--- src/rtl/bg_pkg.sv ---
// Shared definitions for the background-removal controller and its PE interface:
// one-hot state encoding, default sizing and a constant log2 helper.
package bg_pkg;

  localparam int unsigned NUM_STATES     = 9;
  localparam int unsigned NUM_PIXELS_DEF = 4;
  localparam int unsigned TIMEOUT_DEF    = 1024;
  localparam int unsigned EXP_W          = 8;
  localparam int unsigned BUSY_W         = 16;

  // One-hot state vector, one bit per state, matching the PE's flag-per-state style
  typedef enum logic [NUM_STATES-1:0] {
    ST_IDLE     = 9'b0_0000_0001,
    ST_SUM_REQ  = 9'b0_0000_0010,
    ST_SUM_WAIT = 9'b0_0000_0100,
    ST_SUM_ACK  = 9'b0_0000_1000,
    ST_BG_REQ   = 9'b0_0001_0000,
    ST_BG_WAIT  = 9'b0_0010_0000,
    ST_BG_ACK   = 9'b0_0100_0000,
    ST_DONE     = 9'b0_1000_0000,
    ST_ERR      = 9'b1_0000_0000
  } state_e;

  // Floor log2; exact for the power-of-two pixel counts used here
  function automatic int unsigned log2_f(input int unsigned n);
    int unsigned r;
    r = 0;
    for (int i = 0; i < 32; i++) begin
      if ((n >> i) != 0) r = 32'(i);
    end
    return r;
  endfunction

endpackage

--- src/rtl/bg_timer.sv ---
// Clearable up-counter used as the PE wait watchdog; tc_c flags the last
// count before timeout.
module bg_timer
  import bg_pkg::*;
#(
  parameter int unsigned TIMEOUT = TIMEOUT_DEF
) (
  input  logic Clk,
  input  logic Reset,
  input  logic clr,
  input  logic en,
  output logic tc_c
);

  localparam int unsigned CNT_W = (TIMEOUT > 1) ? $clog2(TIMEOUT) : 1;
  localparam logic [CNT_W-1:0] LAST = CNT_W'(TIMEOUT - 1);

  logic [CNT_W-1:0] cnt_q, cnt_d;

  always_comb begin
    cnt_d = cnt_q;
    if (clr)     cnt_d = '0;
    else if (en) cnt_d = cnt_q + CNT_W'(1);
  end

  always_ff @(posedge Clk or posedge Reset) begin
    if (Reset) cnt_q <= '0;
    else       cnt_q <= cnt_d;
  end

  assign tc_c = (cnt_q == LAST);

endmodule

--- src/rtl/bg_ctrl.sv ---
// Background-removal controller: drives a PE through a sum pass then a
// bg-removal pass, latches the expected background colour and traps PE timeouts.
module bg_ctrl
  import bg_pkg::*;
#(
  parameter int unsigned NUM_PIXELS = NUM_PIXELS_DEF,
  parameter int unsigned TIMEOUT    = TIMEOUT_DEF
) (
  input  logic                          Clk,
  input  logic                          Reset,
  input  logic                          Start,
  input  logic                          Host_Ack,
  input  logic                          Qsd,
  input  logic                          Qbgd,
  input  logic [EXP_W*NUM_PIXELS-1:0]   red_sum,
  input  logic [EXP_W*NUM_PIXELS-1:0]   green_sum,
  input  logic [EXP_W*NUM_PIXELS-1:0]   blue_sum,
  output logic                          Start_Sum,
  output logic                          Start_BgRemoval,
  output logic                          Pe_Ack,
  output logic [EXP_W-1:0]              red_exp,
  output logic [EXP_W-1:0]              green_exp,
  output logic [EXP_W-1:0]              blue_exp,
  output logic                          Done,
  output logic                          Err,
  output logic [BUSY_W-1:0]             Busy_Cycles,
  output logic [NUM_STATES-1:0]         State
);

  localparam int unsigned SHIFT = log2_f(NUM_PIXELS);

  state_e state_q, state_d;

  logic tmr_clr, tmr_en, tmr_tc_c, cap_en;

  logic start_sum_q, start_sum_d;
  logic start_bg_q,  start_bg_d;
  logic pe_ack_q,    pe_ack_d;
  logic done_q,      done_d;
  logic err_q,       err_d;

  logic [EXP_W-1:0]  red_exp_q,   red_exp_d;
  logic [EXP_W-1:0]  green_exp_q, green_exp_d;
  logic [EXP_W-1:0]  blue_exp_q,  blue_exp_d;
  logic [BUSY_W-1:0] busy_q,      busy_d;

  bg_timer #(
    .TIMEOUT (TIMEOUT)
  ) u_timer (
    .Clk   (Clk),
    .Reset (Reset),
    .clr   (tmr_clr),
    .en    (tmr_en),
    .tc_c  (tmr_tc_c)
  );

  // Next-state logic; a done flag wins over the watchdog in the same cycle
  always_comb begin
    state_d = state_q;
    tmr_clr = 1'b0;
    tmr_en  = 1'b0;
    cap_en  = 1'b0;
    unique case (state_q)
      ST_IDLE:     if (Start) state_d = ST_SUM_REQ;
      ST_SUM_REQ: begin
        tmr_clr = 1'b1;
        state_d = ST_SUM_WAIT;
      end
      ST_SUM_WAIT: begin
        tmr_en = 1'b1;
        if (Qsd) begin
          cap_en  = 1'b1;
          state_d = ST_SUM_ACK;
        end else if (tmr_tc_c) begin
          state_d = ST_ERR;
        end
      end
      ST_SUM_ACK:  if (!Qsd) state_d = ST_BG_REQ;
      ST_BG_REQ: begin
        tmr_clr = 1'b1;
        state_d = ST_BG_WAIT;
      end
      ST_BG_WAIT: begin
        tmr_en = 1'b1;
        if (Qbgd)          state_d = ST_BG_ACK;
        else if (tmr_tc_c) state_d = ST_ERR;
      end
      ST_BG_ACK:   if (!Qbgd) state_d = ST_DONE;
      ST_DONE,
      ST_ERR:      if (Host_Ack) state_d = ST_IDLE;
      default:     state_d = ST_IDLE;
    endcase
  end

  // Registered outputs are decoded from the next state so they line up with State
  always_comb begin
    start_sum_d = (state_d == ST_SUM_REQ);
    start_bg_d  = (state_d == ST_BG_REQ);
    pe_ack_d    = (state_d == ST_SUM_ACK) || (state_d == ST_BG_ACK);
    done_d      = (state_d == ST_DONE);
    err_d       = (state_d == ST_ERR);

    red_exp_d   = red_exp_q;
    green_exp_d = green_exp_q;
    blue_exp_d  = blue_exp_q;
    if (cap_en) begin
      red_exp_d   = EXP_W'(red_sum   >> SHIFT);
      green_exp_d = EXP_W'(green_sum >> SHIFT);
      blue_exp_d  = EXP_W'(blue_sum  >> SHIFT);
    end

    busy_d = busy_q;
    if (state_q == ST_IDLE) begin
      if (Start) busy_d = '0;
    end else if ((state_q != ST_DONE) && (state_q != ST_ERR) && (busy_q != '1)) begin
      busy_d = busy_q + BUSY_W'(1);
    end
  end

  always_ff @(posedge Clk or posedge Reset) begin
    if (Reset) begin
      state_q     <= ST_IDLE;
      start_sum_q <= 1'b0;
      start_bg_q  <= 1'b0;
      pe_ack_q    <= 1'b0;
      done_q      <= 1'b0;
      err_q       <= 1'b0;
      red_exp_q   <= '0;
      green_exp_q <= '0;
      blue_exp_q  <= '0;
      busy_q      <= '0;
    end else begin
      state_q     <= state_d;
      start_sum_q <= start_sum_d;
      start_bg_q  <= start_bg_d;
      pe_ack_q    <= pe_ack_d;
      done_q      <= done_d;
      err_q       <= err_d;
      red_exp_q   <= red_exp_d;
      green_exp_q <= green_exp_d;
      blue_exp_q  <= blue_exp_d;
      busy_q      <= busy_d;
    end
  end

  assign Start_Sum       = start_sum_q;
  assign Start_BgRemoval = start_bg_q;
  assign Pe_Ack          = pe_ack_q;
  assign Done            = done_q;
  assign Err             = err_q;
  assign red_exp         = red_exp_q;
  assign green_exp       = green_exp_q;
  assign blue_exp        = blue_exp_q;
  assign Busy_Cycles     = busy_q;
  assign State           = state_q;

endmodule
--- config.mk ---
export PLATFORM = sky130hd
export DESIGN_NAME = bg_ctrl
export DESIGN_NICKNAME = d
export VERILOG_FILES = /design/src/rtl/bg_pkg.sv /design/src/rtl/bg_timer.sv /design/src/rtl/bg_ctrl.sv
export SDC_FILE = /design/constraint.sdc
export NUM_CORES = 1
export LEC_CHECK = 0
export CAP_MARGIN = 20
export CORE_ASPECT_RATIO = 0.8
export CORE_UTILIZATION = 30
export DETAILED_ROUTE_END_ITERATION = 10
export GPL_TIMING_DRIVEN = 0
export SETUP_SLACK_MARGIN = 0.02
export SLEW_MARGIN = 20
export SYNTH_ARGS = -nofsm -noshare
export SYNTH_HDL_FRONTEND = slang
export SYNTH_SLANG_ARGS = --single-unit
--- constraint.sdc ---
create_clock -name Clk -period 3.05 [get_ports Clk]
set_clock_uncertainty 0.1 [all_clocks]
set_input_delay 0.4575 -clock Clk [delete_from_list [all_inputs] [get_ports Clk]]
set_output_delay 0.4575 -clock Clk [all_outputs]
set_load 0.02 [all_outputs]
==> out/metrics.yaml, run 1 <==
rows: 32
ys.flop_type: "dfrtp_1"
yosys.area.top_type: "dfrtp_1"
vias: 2409
grt_pass1_wl_um: 11820
finalSetupTns_ps: 0
avgSynthCellArea_um2: 11.33
drive_above_1_share_pct: 12.40
grt_pass1_vias: 2356
drc: 0
post-place-cells: 492
vias_per_cell: 4.751
crit_path_max_incr_delay_ps: 520
hold_ws_ps: 383.1
tightest_slew_ps: 634.3
final_nets: 471
ys.warnings.count: 0
peakVddDrop_v: 0.0003559
power.total_uw: 3693
fmax_mhz: 412.3
htreeDepth: 3
cp-start-kind: "flip-flop"
track_usage_pct: 14.38
dieArea_mm2: 0.01068
clk_latency_ps: 320
setup_viol: 0
portBuffers: 83
max-slew-margin-rel_pct: 57.36
period_needed_ps: 2425
wl_per_cell_um: 14.24
postCtsHoldBufs: 0
drtAntennaViolNets: 0
place_congestion: 0.8296
die_h_um: 92.65
dr.pass1.iters: 4
critPathSlowestCell: "or4_4"
cts_resized: 0
drv_cap: 0
yosysSeqAreaShare_pct: 52.01
crit_chain: "clkbuf_1 > or4_4 > nor4_4 > buf_6 > mux2_2"
reg2reg_slack_ps: 620
syn_inst: 272
initial_core_util_pct: 31.42
cp_max_fo: 10
ys_ff_latch: 64
ios: 156
ys_types: 47
finalCritPeriodShare_pct: 79.52
antenna_cells: 0
synth_nets: 376
leakagePower_uw: 0.001821
criticalPathCategory: "reg2reg"
grt_max_degree: 35
rsz0062_at_grt: "no"
numCtsBuffers: 9
antenna_found_initial: 0
cts_setup_buffers: 0
crit_buf_inv: 2
wl_um: 7221
synth_area_mm2: 0.003082
clockBufferDepth: 2
synth.area.top_cells: "dfrtp_1, xnor2_1, mux2_1"
drtIter0Drc: 67
gr-total-overflow: 0
final-hold-violation-count: 0
cp_data_arrival_time_ps: 2530
crit_family: "simple AND/OR/NAND/NOR gates"
cts_tree: "done"
cts.sinks: 64
status: "complete, no violations"
coreArea_mm2: 0.009809
synth-async-reset-ratio_pct: 100.0
fp.dieW_um: 115.3
cts_root_buf: "clkbuf_16"
dpl.hpwl_um: 5142
synth_edf_count: 0
worstPathRequired_ps: 3150
syn_to_final_growth_pct: 43.20
power_density_mw_per_mm2: 836.8
synth_top_cell_area_share_pct: 51.16
path_clk_slew_ps: 50
end_kind: "flip-flop"
layout.cells.non_filler: 507
slew_violations: 0
hold_class: "in2async"
## flip-flops by register name (all words and copies together) (netlist names)
name,cells
Busy_Cycles,16
u_timer.cnt_q,10
State,9
blue_exp,8
green_exp,8
red_exp,8
Done,1
Err,1
Pe_Ack,1
Start_BgRemoval,1
Start_Sum,1
## stage by stage
| stage | worst slack [ps] | utilization (%) | area, µm² |
|---|---|---|---|
| 2_1_floorplan | 751.3 | - | 3082 |
| 3_3_place_gp | -268.1 | 41.62 | 4083 |
| 3_5_place_dp | 305.9 | 41.85 | 4105 |
| 4_1_cts | 582.6 | 44.99 | 4413 |
| 5_1_grt | 434.1 | 44.99 | 4413 |
| 6_report | 624.7 | 44.99 | 4413 |
## synth_stat cells, types with 2 or more instances
cell,instances
mux2_2,12
nor4_1,7
or4_1,2
nand3_1,13
buf_6,3
buf_2,2
ha_1,2
nor2b_1,2
nand4_1,13
o2bb2ai_1,2
nand2_1,9
xor2_1,11
inv_1,3
and2_1,2
nor4b_1,2
nor2_1,30
nand2b_1,3
nor3_1,10
mux2i_1,2
or3_1,2
nor3b_1,5
mux2_1,12
and4_1,6
xnor2_1,17
dfrtp_1,63
and3_1,5
or2_2,2
clkbuf_1,8
a2bb2oi_1,2
nor4_2,3
## per-layer routing
metal	vias up	routed length [µm]	track usage [%]
met5	-	0	0
met4	0	104	5.519
met3	9	364	3.599
met2	71	3150	21.91
met1	1163	3601	19.53
li1	1166	-	-
## worst reg2reg max path, cell delays in order (launching register included)
cell and delay [ps]:
dfrtp_1 370, clkbuf_1 230, or4_4 520, nor4_4 520, buf_6 220, mux2_2 350
## area by class of cell
cell class / count / area, µm²
sequential: 64 / 1603
multi-input combinational: 190 / 1383
fill: 940 / 5396
buffer: 15 / 85.08
tap: 136 / 170.2
clock inverter: 2 / 37.54
inverter: 3 / 13.76
timing repair buffer: 84 / 850.8
clock buffer: 13 / 270.3
## layout by cell type, fill, tap and decap left out, types with 2 or more instances in the layout
master	count
nor4_1	7
nand2_1	9
nor3b_1	5
inv_1	2
nor2_1	30
nand3_1	13
and4_1	6
nor4_2	3
a2bb2oi_1	2
clkbuf_8	3
mux2_2	12
nand4_1	13
clkdlybuf4s50_1	83
or3_1	2
buf_2	2
xor2_1	11
mux2_1	12
dfrtp_1	63
o2bb2ai_1	2
buf_6	3
clkbuf_16	9
or2_2	2
and2_1	2
nand2b_1	3
or4_1	2
nor3_1	10
and3_1	5
clkbuf_1	9
nor2b_1	2
ha_1	2
nor4b_1	2
xnor2_1	17
mux2i_1	2
## power breakdown
part | internal [µW] | leakage (µW) | total, µW | switching [µW]
Clock | 695 | 0.000148 | 1050 | 355
Combinational | 684 | 0.000830 | 1430 | 741
Sequential | 1070 | 0.000843 | 1220 | 148
## logic make-up (layout without fill, tap and decap cells)
kind of cell    count (synthesis)  after routing  synth area share (%)
xor+xnor                       28             28                 7.958
mux                            26             26                 9.419
flops                          64             64                 52.01
fa+ha+maj                       2              2                0.8119
simple gates                  122            122                 23.26
buf+inv                        18            117                 3.126
compound gates                 12             12                 3.410
## final timing paths
check | cells past startpoint | end | startpoint
worst max-delay path | 5 | blue_exp[6] | State[7]
worst min-delay path | 2 | green_exp[7] | Reset
worst max register to register | 5 | blue_exp[6] | State[7]
worst min register to register | 1 | green_exp[3] | green_exp[3]
max in group asynchronous | 3 | State[0] | Reset
min in group Clk | 1 | green_exp[3] | green_exp[3]
No activity file was read; power rests on OpenSTA's default activity.
==> inputs of run 2 (changes only) <==
--- a/config.mk
+++ b/config.mk
@@ -10,6 +10,7 @@
 export CORE_UTILIZATION = 30
 export DETAILED_ROUTE_END_ITERATION = 10
 export GPL_TIMING_DRIVEN = 0
+export PLACE_DENSITY = 0.66
 export SETUP_SLACK_MARGIN = 0.02
 export SLEW_MARGIN = 20
 export SYNTH_ARGS = -nofsm -noshare
==> constraint.sdc (replaced) <==
create_clock -name Clk -period 2.05 [get_ports Clk]
set_clock_uncertainty 0.1 [all_clocks]
set_input_delay 0.3075 -clock Clk [delete_from_list [all_inputs] [get_ports Clk]]
set_output_delay 0.3075 -clock Clk [all_outputs]
set_load 0.02 [all_outputs]
==> out/metrics.yaml, run 2 (same netlist as run 1, synthesis figures left out) <==
status: "finished, violations left"  # was complete, no violations
violations: "setup timing"
final_cell_mix: "clkdlybuf4s50_1, dfrtp_1, nor2_1, buf_4, mux2_4"  # was clkdlybuf4s50_1, dfrtp_1, nor2_1, xnor2_1
criticalPathCategory: "reg2reg"  # unchanged
finalSetupTns_ps: -715.7  # was 0 ps
reg2reg_depth: 6  # was 5
vias_per_cell: 4.877  # was 4.751
layout.cells.non_filler: 543  # was 507
cts_root_buf: "clkbuf_16"  # unchanged
wl_per_cell_um: 15.80  # was 14.24 µm
die_h_um: 92.65  # unchanged
finalCritPeriodShare_pct: 106.0  # was 79.52%
dieArea_mm2: 0.01068  # unchanged
numCtsBuffers: 9  # unchanged
drc: 0  # unchanged
clockBufferDepth: 2  # unchanged
drtAntennaViolNets: 0  # unchanged
portBuffers: 83  # unchanged
vias: 2648  # was 2,409
cts.sinks: 64  # unchanged
place_congestion: 0.8280  # was 0.8296
layout_commonest_cell: "clkdlybuf4s50_1"  # unchanged
leakagePower_uw: 0.002194  # was 0.001821 µW
track_usage_pct: 16.29  # was 14.38%
max-slew-margin-rel_pct: 69.57  # was 57.36%
syn_to_final_growth_pct: 67.68  # was 43.20%
wl_um: 8581  # was 7221 µm
fmax_mhz: 460.3  # was 412.3 MHz
largest_reg_flops: 16  # unchanged
cp-start-kind: "flip-flop"  # unchanged
rows: 32  # unchanged
dr.pass1.iters: 4  # unchanged
hold_class: "in2async"  # unchanged
peakVddDrop_v: 0.0005394  # was 0.0003559 V
cts_tree: "done"  # unchanged
dpl.hpwl_um: 5122  # was 5142 µm
fp.dieW_um: 115.3  # unchanged
antenna_found_initial: 0  # unchanged
drive_above_1_share_pct: 32.68  # was 12.40%
tightest_slew_ps: 453.1  # was 634.3 ps
grt_max_degree: 45  # was 35
drtIter0Drc: 161  # was 67
rsz0062_at_grt: "yes"  # was no
gr-total-overflow: 0  # unchanged
clk_latency_ps: 330  # was 320 ps
grt_pass1_vias: 2580  # was 2,356
setup_viol: 27  # was 0
final-hold-violation-count: 0  # unchanged
cp_data_arrival_time_ps: 2330  # was 2530 ps
coreArea_mm2: 0.009809  # unchanged
grt_pass1_wl_um: 13320  # was 11,820 µm
htreeDepth: 3  # unchanged
path_clk_slew_ps: 50  # about the same
final_nets: 507  # was 471
post-place-cells: 492  # unchanged
ios: 156  # unchanged
period_needed_ps: 2172  # was 2425 ps
worstPathRequired_ps: 2210  # was 3150 ps
end_kind: "flip-flop"  # unchanged
setup_slack_ps: -122.4  # was 624.7 ps
antenna_cells: 0  # unchanged
power_density_mw_per_mm2: 1229  # was 836.8 mW/mm²
slew_violations: 0  # unchanged
cp_max_fo: 4  # was 10
initial_core_util_pct: 31.42  # unchanged
drv_cap: 0  # unchanged
-- run 2: changes by cell type in the layout (fill, tap and decap cells not counted), moves of 3 or more --
cell      delta
dfrtp_2      +7
mux2_2      -12
clkbuf_1     -7
nor3_1       -3
nor4_1       -6
buf_6        +6
mux2_1      -12
dfrtp_1      -7
buf_8        +4
buf_4       +28
nor4_4       +8
mux2_4      +24
-- run 2: critical path, cell delays in order (launching register included) --
cell and delay (ps):
dfstp_2 370, buf_6 120, or4_4 540, or3_4 420
o31a_4 150, o2111ai_4 260, a21o_1 160
-- run 2: path summary, 6_finish.rpt --
| path | startpoint | to | slack (ps) |
|---|---|---|---|
| max | State[0] | State[2] | -120 |
| max in group asynchronous | Reset | State[0] | 1100 |
| max reg2reg | State[0] | State[2] | -120 |
| min reg2reg | green_exp[2] | green_exp[2] | 410 |
| min in group Clk | green_exp[2] | green_exp[2] | 410 |
| min | Reset | red_exp[7] | 190 |
-- run 2: metal layers --
metal	global-route usage, %	vias up	wire length, µm
met5	0	-	0
met1	21.99	1312	3959
met2	24.85	91	4015
li1	-	1243	-
met3	6.086	2	576
met4	3.247	0	29
-- run 2: repair_timing --
action,4_1_cts,5_1_grt
pin swaps,14,22
resized for setup,59,43
hold buffers,0,0
setup buffers,25,14
setup endpoints to repair,56,58
cloned,3,1
-- run 2: final cells by class --
cell class	instances	area [µm²]
Fill cell	831	4642
Sequential cell	64	1612
Clock inverter	3	65.06
Tap cell	136	170.2
Multi-Input combinational cell	190	1722
Clock buffer	12	256.5
Inverter	3	13.76
Timing Repair Buffer	125	1239
Buffer	10	90.09
-- run 2: per-stage QoR --
stage	util [%]	total power [µW]	cell area (µm²)	setup WS, ps	hold WS (ps)
after floorplan	-	3076	3115	-143.8	286.3
after global placement	41.96	3957	4116	-1280	368.4
after detailed placement	42.27	4011	4146	-624.0	376.0
after CTS	50.29	6083	4933	-148.6	186.9
after global routing	52.68	6681	5167	-163.7	215.1
final	52.68	6349	5167	-122.4	189.1
-- run 2: power by group --
part           internal, µW  switching [µW]  leakage (µW)  total [µW]
clock                  1120             521      0.000159        1640
sequential             1600             249      0.000832        1850
combinational          1520            1340       0.00120        2860
==> inputs of run 3 (changes only) <==
--- a/config.mk
+++ b/config.mk
@@ -5,12 +5,15 @@
 export SDC_FILE = /design/constraint.sdc
 export NUM_CORES = 1
 export LEC_CHECK = 0
+export ABC_CLOCK_PERIOD_IN_PS = 2050
 export CAP_MARGIN = 20
+export CELL_PAD_IN_SITES_DETAIL_PLACEMENT = 1
+export CELL_PAD_IN_SITES_GLOBAL_PLACEMENT = 1
 export CORE_ASPECT_RATIO = 0.8
-export CORE_UTILIZATION = 30
+export CORE_UTILIZATION = 27
 export DETAILED_ROUTE_END_ITERATION = 10
 export GPL_TIMING_DRIVEN = 0
-export PLACE_DENSITY = 0.66
+export PLACE_DENSITY_LB_ADDON = 0.1
 export SETUP_SLACK_MARGIN = 0.02
 export SLEW_MARGIN = 20
 export SYNTH_ARGS = -nofsm -noshare
==> out/metrics.yaml, run 3 (same netlist as run 1, synthesis figures left out) <==
wl_per_cell_um: 17.30  # was 15.80 µm
pwr-share-clk_pct: 25.4  # was 25.9%
setup_slack_ps: -122.3  # was -122.4 ps
period_needed_ps: 2172  # about the same
final.fill_count: 1175  # was 831
vias_per_cell: 4.824  # was 4.877
dpl.hpwl_um: 6247  # was 5122 µm
drtAntennaViolNets: 0  # unchanged
dr.pass1.iters: 4  # unchanged
cts_root_buf: "clkbuf_16"  # unchanged
switching_power_uw: 2101  # was 2113 µW
cp_max_fo: 10  # was 4
hold_ws_ps: 163.1  # was 189.1 ps
coreArea_mm2: 0.01098  # was 0.009809 mm²
syn_to_final_growth_pct: 60.45  # was 67.68%
layout_commonest_cell: "clkdlybuf4s50_1"  # unchanged
ios: 156  # unchanged
grt_max_degree: 51  # was 45
htreeDepth: 3  # unchanged
portBuffers: 83  # unchanged
fp.dieW_um: 121.4  # was 115.3 µm
clk_latency_ps: 330  # about the same
drtIter0Drc: 126  # was 161
p_comb_share_pct: 44.0  # was 45.0%
final_nets: 501  # was 507
cts.sinks: 64  # unchanged
antenna_cells: 0  # unchanged
hold_class: "in2async"  # unchanged
final_util_pct: 45.05  # was 52.68%
rsz0062_at_grt: "yes"  # unchanged
gr-total-overflow: 0  # unchanged
final-hold-violation-count: 0  # unchanged
r2r-end: "blue_exp[4]"  # was State[2]
peakVddDrop_v: 0.0007544  # was 0.0005394 V
share_seq_of_total_power_pct: 30.7  # was 29.1%
antenna_found_initial: 0  # unchanged
wl_um: 9446  # was 8581 µm
violations: "setup timing"  # unchanged
register_area_mm2: 0.001610  # was 0.001612 mm²
multi_input_area_mm2: 0.001585  # was 0.001722 mm²
swShare_pct: 34.65  # was 33.28%
largest_reg_flops: 16  # unchanged
postCtsHoldBufs: 0  # unchanged
vias: 2634  # was 2,648
r2r-start: "State[8]"  # was State[0]
status: "finished, violations left"  # unchanged
cp-start-kind: "flip-flop"  # unchanged
cp_data_arrival_time_ps: 2280  # was 2330 ps
criticalPathCategory: "reg2reg"  # unchanged
reg2reg_slack_ps: -120  # about the same
wl_met1_um: 4763  # was 3959 µm
stdcell_area_mm2: 0.004945  # was 0.005167 mm²
cts_tree: "done"  # unchanged
path_clk_slew_ps: 60  # was 50 ps
drc: 0  # unchanged
placed_area_mm2: 0.004156  # was 0.004146 mm²
drv_cap: 0  # unchanged
grt_pass1_vias: 2728  # was 2,580
die_h_um: 97.56  # was 92.65 µm
power.total_uw: 6062  # was 6349 µW
power.internal_uw: 3962  # was 4236 µW
end_kind: "flip-flop"  # unchanged
initial_core_util_pct: 28.08  # was 31.42%
place_congestion: 0.7626  # was 0.8280
drive_above_1_share_pct: 29.35  # was 32.68%
wl_met3_um: 504  # was 576 µm
fmax_mhz: 460.3  # about the same
clockBufferDepth: 2  # unchanged
dp_slack_ps: -649.7  # was -624.0 ps
final_cell_mix: "clkdlybuf4s50_1, dfrtp_1, nor2_1, buf_4, mux2_4"  # unchanged
reg2reg_depth: 5  # was 6
tightest_slew_ps: 529.8  # was 453.1 ps
worstPathRequired_ps: 2160  # was 2210 ps
max-slew-margin-rel_pct: 64.68  # was 69.57%
track_usage_pct: 16.81  # was 16.29%
grt_pass1_wl_um: 15290  # was 13,320 µm
setup_viol: 36  # was 27
wl_met2_um: 4005  # was 4015 µm
dieArea_mm2: 0.01185  # was 0.01068 mm²
slew_violations: 0  # unchanged
rows: 34  # was 32
numCtsBuffers: 9  # unchanged
finalCritPeriodShare_pct: 106.0  # about the same
top_layer: "met4"  # unchanged
leakagePower_uw: 0.002119  # was 0.002194 µW
power_density_mw_per_mm2: 1226  # was 1229 mW/mm²
-- run 3: worst max path at each step --
stage / startpoint / end / slack [ps] / cells after the start
2_1_floorplan: State[0] / blue_exp[4] / -140 / 5
3_3_place_gp: Reset / State[1] / -1560 / 2
3_5_place_dp: Qsd / green_exp[1] / -650 / 5
4_1_cts: State[8] / blue_exp[7] / -110 / 5
5_1_grt: State[8] / State[2] / -180 / 5
6_report: State[8] / blue_exp[4] / -120 / 5
-- run 3: metal layers --
metal	GRT usage (%)	up-vias
met4	5.698	0
li1	-	1230
met1	23.99	1311
met2	24.43	79
met3	4.225	14
met5	0	-
-- run 3: through the flow --
step | TNS, ps | instances
2_1_floorplan | -3497 | 272
3_3_place_gp | -109390 | 499
3_5_place_dp | -25880 | 500
4_1_cts | -2278 | 540
5_1_grt | -5502 | 546
6_report | -2479 | 546
-- run 3: what timing repair did --
action / in CTS / in global routing
buffers inserted: 26 / 5
endpoints found under the hold margin: 0 / 0
cloned: 2 / 1
gates resized for setup: 43 / 24
pin swaps: 10 / 9
endpoints found under the setup margin: 56 / 57
-- run 3: power by group through the flow --
| stage | Combinational (µW) | Sequential [µW] | Clock, µW |
|---|---|---|---|
| detailed placement | 2210 | 1840 | 0 |
| global placement | 2190 | 1820 | 0 |
| global route | 2870 | 1910 | 1640 |
| floorplan | 892 | 2180 | 0 |
| CTS | 2470 | 1850 | 1590 |
| finish | 2670 | 1860 | 1540 |
-- run 3: area by class of cell --
cell class / count / share of cell area [%]
flip-flops and latches: 64 / 32.57
multi-input cells: 190 / 32.06
repair buffers: 118 / 23.25
clock buffers: 11 / 4.909
well taps: 144 / 3.644
plain buffers: 11 / 2.151
clock inverters: 5 / 1.139
inverters: 3 / 0.2783
-- run 3: worst max-delay path, stage by stage (launching register included) --
cell	delay, ps
dfrtp_2	440
or4_4	580
nor4_4	270
buf_6	180
buf_12	150
mux2_2	330
